`config.mk`:
```
export PLATFORM = sky130hd
export DESIGN_NAME = alu_seg_display_flat
export DESIGN_NICKNAME = d
export VERILOG_FILES = /design/src/rtl/alu_seg_display_pkg.sv /design/src/rtl/alu_seg_display_if.sv /design/src/rtl/alu_seg_display_seg7_decoder.sv /design/src/rtl/alu_seg_display.sv /design/src/flat_wrapper.sv
export SDC_FILE = /design/constraint.sdc
export NUM_CORES = 1
export LEC_CHECK = 0
export CORE_ASPECT_RATIO = 1.5
export CORE_UTILIZATION = 40
export CTS_CLUSTER_DIAMETER = 200
export DETAILED_ROUTE_END_ITERATION = 8
export PLACE_DENSITY = 0.69
export SETUP_SLACK_MARGIN = 0.2
export SYNTH_ARGS = -nofsm -noshare
export SYNTH_HDL_FRONTEND = slang
export SYNTH_SLANG_ARGS = --single-unit
```
`constraint.sdc`:
```
create_clock -name clk -period 7.1 [get_ports clk]
set_input_delay 0.71 -clock clk [delete_from_list [all_inputs] [get_ports clk]]
set_output_delay 0.71 -clock clk [all_outputs]
set_load 0.05 [all_outputs]
```
`src/rtl/alu_seg_display_pkg.sv`:
```
// Shared glyph constants, digit-code types and sizes for the ALU 7-segment display driver.
// Glyphs are active-low with bit0=a .. bit6=g, bit7=dp (dp off in all constants).
package alu_disp_pkg;

    localparam int DIGITS = 4;
    localparam int IDX_W  = $clog2(DIGITS);

    localparam logic [7:0] GLY_BLANK = 8'hFF;
    localparam logic [7:0] GLY_MINUS = 8'hBF;
    localparam logic [7:0] GLY_O     = 8'hA3;
    localparam logic [7:0] GLY_C     = 8'hA7;
    localparam logic [7:0] GLY_Z     = 8'hA4;

    // Index n selects the glyph for hex digit n.
    localparam logic [15:0][7:0] HEX_GLYPH = {
        8'h8E, 8'h86, 8'hA1, 8'hC6, 8'h83, 8'h88, 8'h90, 8'h80,
        8'hF8, 8'h82, 8'h92, 8'h99, 8'hB0, 8'hA4, 8'hF9, 8'hC0
    };

    typedef enum logic [3:0] {
        SP_BLANK = 4'd0,
        SP_MINUS = 4'd1,
        SP_O     = 4'd2,
        SP_C     = 4'd3,
        SP_Z     = 4'd4
    } special_e;

    typedef struct packed {
        logic       special;
        logic [3:0] code;
    } digit_code_t;

endpackage

```
`src/rtl/alu_seg_display_if.sv`:
```
// Board-facing bundle: ALU state into the display driver, segment/anode drive out.
interface alu_disp_if;
    logic [2:0]        instr;
    logic              en;
    logic signed [3:0] result;
    logic              zero;
    logic              carry;
    logic              overflow;
    logic [7:0]        seg_n;
    logic [3:0]        an_n;

    modport master (
        output instr, en, result, zero, carry, overflow,
        input  seg_n, an_n
    );

    modport slave (
        input  instr, en, result, zero, carry, overflow,
        output seg_n, an_n
    );
endinterface

```
`src/rtl/alu_seg_display_seg7_decoder.sv`:
```
// Combinational digit-code to 7-segment decoder; special codes select non-hex symbols.
module seg7_decoder
    import alu_disp_pkg::*;
(
    input  digit_code_t i_digit,
    output logic [6:0]  o_seg_n
);

    always_comb begin
        o_seg_n = GLY_BLANK[6:0];
        if (i_digit.special) begin
            case (i_digit.code)
                SP_MINUS: o_seg_n = GLY_MINUS[6:0];
                SP_O:     o_seg_n = GLY_O[6:0];
                SP_C:     o_seg_n = GLY_C[6:0];
                SP_Z:     o_seg_n = GLY_Z[6:0];
                default:  o_seg_n = GLY_BLANK[6:0];
            endcase
        end else begin
            o_seg_n = HEX_GLYPH[i_digit.code][6:0];
        end
    end

endmodule

```
`src/rtl/alu_seg_display.sv`:
```
// 4-digit multiplexed display of opcode, signed result and status flag; the result
// freezes and the opcode digit blinks while the ALU is disabled.
module alu_seg_display
    import alu_disp_pkg::*;
#(
    parameter int SCAN_DIV  = 50000,
    parameter int BLINK_DIV = 12500000
) (
    input  logic       clk,
    input  logic       rst_n,
    alu_disp_if.slave  bus
);

    localparam int PRE_W = $clog2(SCAN_DIV);
    localparam int BLK_W = $clog2(BLINK_DIV);

    logic              r_en_meta;
    logic              r_en_s;
    logic [2:0]        r_instr;
    logic signed [3:0] r_res;
    logic              r_z;
    logic              r_c;
    logic              r_v;
    logic [PRE_W-1:0]  r_pre;
    logic [IDX_W-1:0]  r_idx;
    logic [BLK_W-1:0]  r_blk_cnt;
    logic              r_phase;
    logic [3:0]        r_an_n;
    logic [7:0]        r_seg_n;

    logic [3:0]        w_res_mag;
    digit_code_t       w_code;
    logic [6:0]        w_seg7;
    logic [7:0]        w_glyph;

    // A 4-bit negate is enough: -8 wraps to 4'b1000, which reads as 8.
    assign w_res_mag = r_res[3] ? (4'd0 - r_res) : r_res;

    always_comb begin
        w_code = '{special: 1'b1, code: SP_BLANK};
        case (r_idx)
            2'd3: w_code = '{special: 1'b0, code: {1'b0, r_instr}};
            2'd2: w_code = '{special: 1'b1, code: (r_res[3] ? SP_MINUS : SP_BLANK)};
            2'd1: w_code = '{special: 1'b0, code: w_res_mag};
            default: begin
                if (r_v)      w_code = '{special: 1'b1, code: SP_O};
                else if (r_c) w_code = '{special: 1'b1, code: SP_C};
                else if (r_z) w_code = '{special: 1'b1, code: SP_Z};
                else          w_code = '{special: 1'b1, code: SP_BLANK};
            end
        endcase
    end

    seg7_decoder u_dec (
        .i_digit (w_code),
        .o_seg_n (w_seg7)
    );

    always_comb begin
        w_glyph = {1'b1, w_seg7};
        if (r_idx == IDX_W'(DIGITS - 1)) begin
            w_glyph[7] = ~r_en_s;
            if (r_phase) w_glyph = GLY_BLANK;
        end
    end

    always_ff @(posedge clk or negedge rst_n) begin
        if (!rst_n) begin
            r_en_meta <= 1'b0;
            r_en_s    <= 1'b0;
            r_instr   <= '0;
            r_res     <= '0;
            r_z       <= 1'b0;
            r_c       <= 1'b0;
            r_v       <= 1'b0;
            r_pre     <= '0;
            r_idx     <= '0;
            r_blk_cnt <= '0;
            r_phase   <= 1'b0;
            r_an_n    <= 4'hF;
            r_seg_n   <= GLY_BLANK;
        end else begin
            r_en_meta <= bus.en;
            r_en_s    <= r_en_meta;
            r_instr   <= bus.instr;
            if (r_en_s) begin
                r_res <= bus.result;
                r_z   <= bus.zero;
                r_c   <= bus.carry;
                r_v   <= bus.overflow;
            end

            if (r_pre == PRE_W'(SCAN_DIV - 1)) begin
                r_pre <= '0;
                r_idx <= r_idx + IDX_W'(1);
            end else begin
                r_pre <= r_pre + PRE_W'(1);
            end

            if (r_en_s) begin
                r_blk_cnt <= '0;
                r_phase   <= 1'b0;
            end else if (r_blk_cnt == BLK_W'(BLINK_DIV - 1)) begin
                r_blk_cnt <= '0;
                r_phase   <= ~r_phase;
            end else begin
                r_blk_cnt <= r_blk_cnt + BLK_W'(1);
            end

            // First cycle of each slot is dark so the previous digit cannot ghost.
            if (r_pre == '0) begin
                r_an_n  <= 4'hF;
                r_seg_n <= GLY_BLANK;
            end else begin
                r_an_n  <= ~(4'b0001 << r_idx);
                r_seg_n <= w_glyph;
            end
        end
    end

    assign bus.seg_n = r_seg_n;
    assign bus.an_n  = r_an_n;

endmodule

```
`src/flat_wrapper.sv`:
```
// flat-port wrapper written by rule: the top's interface ports become plain ports
module alu_seg_display_flat import alu_disp_pkg::*;
#(
    parameter int SCAN_DIV  = 50000,
    parameter int BLINK_DIV = 12500000
)
  (clk, rst_n, bus_instr, bus_en, bus_result, bus_zero, bus_carry, bus_overflow, bus_seg_n, bus_an_n);
  alu_disp_if bus_i ();
  input  logic clk;
  input  logic rst_n;
  input wire logic [$bits(bus_i.instr)-1:0] bus_instr;
  input wire logic [$bits(bus_i.en)-1:0] bus_en;
  input wire logic [$bits(bus_i.result)-1:0] bus_result;
  input wire logic [$bits(bus_i.zero)-1:0] bus_zero;
  input wire logic [$bits(bus_i.carry)-1:0] bus_carry;
  input wire logic [$bits(bus_i.overflow)-1:0] bus_overflow;
  output wire logic [$bits(bus_i.seg_n)-1:0] bus_seg_n;
  output wire logic [$bits(bus_i.an_n)-1:0] bus_an_n;
  assign bus_i.instr = bus_instr;
  assign bus_i.en = bus_en;
  assign bus_i.result = bus_result;
  assign bus_i.zero = bus_zero;
  assign bus_i.carry = bus_carry;
  assign bus_i.overflow = bus_overflow;
  assign bus_seg_n = bus_i.seg_n;
  assign bus_an_n = bus_i.an_n;
  alu_seg_display #(.SCAN_DIV(SCAN_DIV), .BLINK_DIV(BLINK_DIV)) u_core (.clk(clk), .rst_n(rst_n), .bus(bus_i));
endmodule
```
==> flow_summary.ini <==
[drt]
ant_nets = 0
via_per_inst = 5.23
vias = 2408
drt_wl_total_mm = 6.71
dr.pass1.iters = 4
drt_first_iter_violations = 128
routedWlPerCell_um = 14.6
drc = 0

[clock_network]
cts-htree-levels = 3
clk_latency_ns = 0.33
clk_pin_slew_ns = 0.05
cts_buffers = 9
clkSinkCount = 67
cts_hold_buffers = 0
root_buffer = clkbuf_16
cts_buffer_depth = 2
cts_post_setup_buffers_inserted = 0
cts_tree = built
cts_resized = 0

[final_layout]
multi_input_area_um2 = 1560
nFillCells = 733
layout-drive-gt1-share = 0.132
register_area_um2 = 1690
nets = 378
diodes = 0
area_growth_pct = 18.3

[die]
ios = 25
start_util = 0.417
die_area_um2 = 8780
chipWidth_um = 76.8
num_rows = 40
fp.coreArea_um2 = 8060
die_y_um = 114

[grt]
grt_usage = 0.171
grt_pass1_vias = 2541
grt_max_degree = 68
grt_pass1_wl_mm = 11.6
antenna_found_initial = 0
grt-ovfl-total = 0

[timing]
setup_viol = 0
max_freq_ghz = 0.377
tightest_slew_ns = 0.976
finalWorstSetupSlack_ns = 4.45
min_period_over_period = 0.373
setup_tns_ns = 0
whs_ns = 0.345
clock_skew_ns = 0.00857
finalMaxSlewViolations = 0
period_minus_slack_ns = 2.65
rsz0062_at_grt = false
hold_viol = 0
slew_headroom = 0.344

[flow_run]
max-cap-violations = 0

[worst_hold_path]
worst_hold_startpoint = u_core.r_en_meta
min_delay_worst_endpoint = u_core.r_en_s
hold_path_depth = 0
hold_class = reg -> reg

[worst_setup_path]
crit_chain = inv_1 > ha_1 > a22o_1 > a211oi_1 > a21oi_1 > inv_1 > ha_1 > nor2_1 > nor2_1 > mux2i_1 > o31ai_1 > o221ai_1
cp-end-kind = register
worstSetupPathType = reg -> reg
max_stage_delay_ns = 0.38
r2r_setup_slack_ns = 4.45
worstPathArrival_ns = 2.88
slowest_stage = dfrtp_1
cp.required_ns = 7.33
r2r-start = u_core.r_idx[1]
ff2ff_path_depth = 12
crit_path_max_fanout = 5
timing.rr.end = u_core.bus.seg_n[3]
start_kind = register

[synthesis]
synth_warnings = 0
yosysTopAreaCell = dfrtp_1
synth_edf_count = 0
ys_types = 52
synth_flop_cell = dfrtp_1
synthArstFlopShare = 1.00
synth-seq-area-share = 0.504
ys_ff_latch = 67
ys_top_cells_by_area = dfrtp_1, dfstp_2, xor2_1, ha_1, nor2_1
syn_area_um2 = 3360
avgSynthCellArea_um2 = 10.4
synth_fp_nets = 349
synth_cells = 322
netlist.area_leader.share = 0.410

[placed_design]
gp_congestion = 0.892
preCtsSetupSlack_ns = 4.48
dp_hpwl_mm = 4.66
io_buffers = 24

[power_and_ir_drop]
p_per_area_nw_per_um2 = 234
vdd_drop_max_mv = 0.125
p_leak_uw = 0.00171

[run_status]
outcome = complete, no violations
worst max-delay path: cells and delay by family, from the launching register on:
| kind | cells | cell delay [ns] |
|---|---|---|
| buffers and inverters | 2 | 0.23 |
| flip-flops | 1 | 0.38 |
| multiplexers | 1 | 0.07 |
| AND/OR/NAND/NOR | 2 | 0.15 |
| AO/OA/AOI/OAI | 5 | 1.24 |
| adder cells (fa/ha/maj) | 2 | 0.49 |
where the power goes:
group / internal (µW) / switching [µW]
Sequential: 398 / 8.46
Combinational: 35.9 / 56.8
Clock: 278 / 153
state kept, by name, summed over array words and instances (netlist names), 2 cells and up:
signal / count
u_core.r_blk_cnt: 24
u_core.r_pre: 16
u_core.bus.seg_n: 8
u_core.bus.an_n: 4
u_core.r_res: 4
u_core.r_instr: 3
u_core.r_idx: 2
through the flow:
step            util  instance area [µm²]  power, µW  std cells
3_3_place_gp   0.458                 3690        505        445
3_5_place_dp   0.458                 3690        506        445
5_1_grt        0.493                 3980        964        460
6_report       0.493                 3980        931        460
4_1_cts        0.493                 3980        940        460
2_1_floorplan      -                 3360        473        322
logic make-up after synthesis:
| kind of cell | after synthesis | synth area share |
|---|---|---|
| simple gates | 136 | 0.206 |
| flops | 67 | 0.504 |
| xor+xnor | 38 | 0.0991 |
| compound gates | 32 | 0.0656 |
| buf+inv | 22 | 0.0313 |
| fa+ha+maj | 14 | 0.0521 |
| mux | 13 | 0.0425 |
placed cells by master, fill, tap and decap left out, types with 2 or more instances in the layout:
cell type / n
dfrtp_1: 55
mux2_2: 5
nand3_1: 13
buf_4: 2
clkbuf_1: 2
a31o_2: 2
nor4b_1: 2
mux2i_1: 6
nand4_1: 10
o21ai_0: 9
and3_1: 6
clkinv_2: 2
xor2_1: 24
ha_1: 14
nand2_1: 32
o221ai_1: 2
nand2b_1: 4
dfstp_2: 12
clkbuf_16: 9
xnor2_1: 14
a21oi_1: 4
nor4_2: 2
nor3_1: 7
inv_1: 13
nor2_1: 43
o21ai_1: 3
clkdlybuf4s50_1: 23
nor2b_1: 2
a31oi_1: 2
nor4_1: 5
synthesized netlist by cell type, types with 2 or more instances:
cell type and n:
dfrtp_1 55, nor2_1 43, nand2_1 32, xor2_1 24, ha_1 14, xnor2_1 14, inv_1 13, nand3_1 13
dfstp_2 12, nand4_1 10, o21ai_0 9, nor3_1 7, and3_1 6, mux2i_1 6, mux2_2 5, nor4_1 5
a21oi_1 4, nand2b_1 4, buf_2 3, o21ai_1 3, a31o_2 2, a31oi_1 2, buf_6 2, clkbuf_1 2
nor2b_1 2, nor4_2 2, nor4b_1 2, o221ai_1 2
worst max-delay path by stage:
stage / startpoint / to / slack [ns] / cells after the start
after CTS: u_core.r_idx[1] / u_core.bus.seg_n[3] / 4.46 / 12
after floorplan: u_core.r_idx[1] / u_core.bus.seg_n[3] / 4.81 / 12
after detailed placement: u_core.r_idx[1] / u_core.bus.seg_n[3] / 4.48 / 12
final: u_core.r_idx[1] / u_core.bus.seg_n[3] / 4.45 / 12
after global routing: u_core.r_idx[1] / u_core.bus.seg_n[2] / 4.18 / 12
after global placement: u_core.r_idx[1] / u_core.bus.seg_n[3] / 4.67 / 12
final cells by class:
type,count,area share
clock buffers,12,0.0620
flip-flops and latches,67,0.426
inverters,14,0.0132
multi-input cells,233,0.393
well taps,105,0.0331
clock inverters,3,0.0101
repair buffers,26,0.0630
routing by layer:
metal	GRT usage	routed length, µm
met1	0.185	2770
met2	0.304	3570
met3	0.0438	186
met4	0.0949	193
met5	0	0
Note: power is estimated with default switching activity, not from simulation.
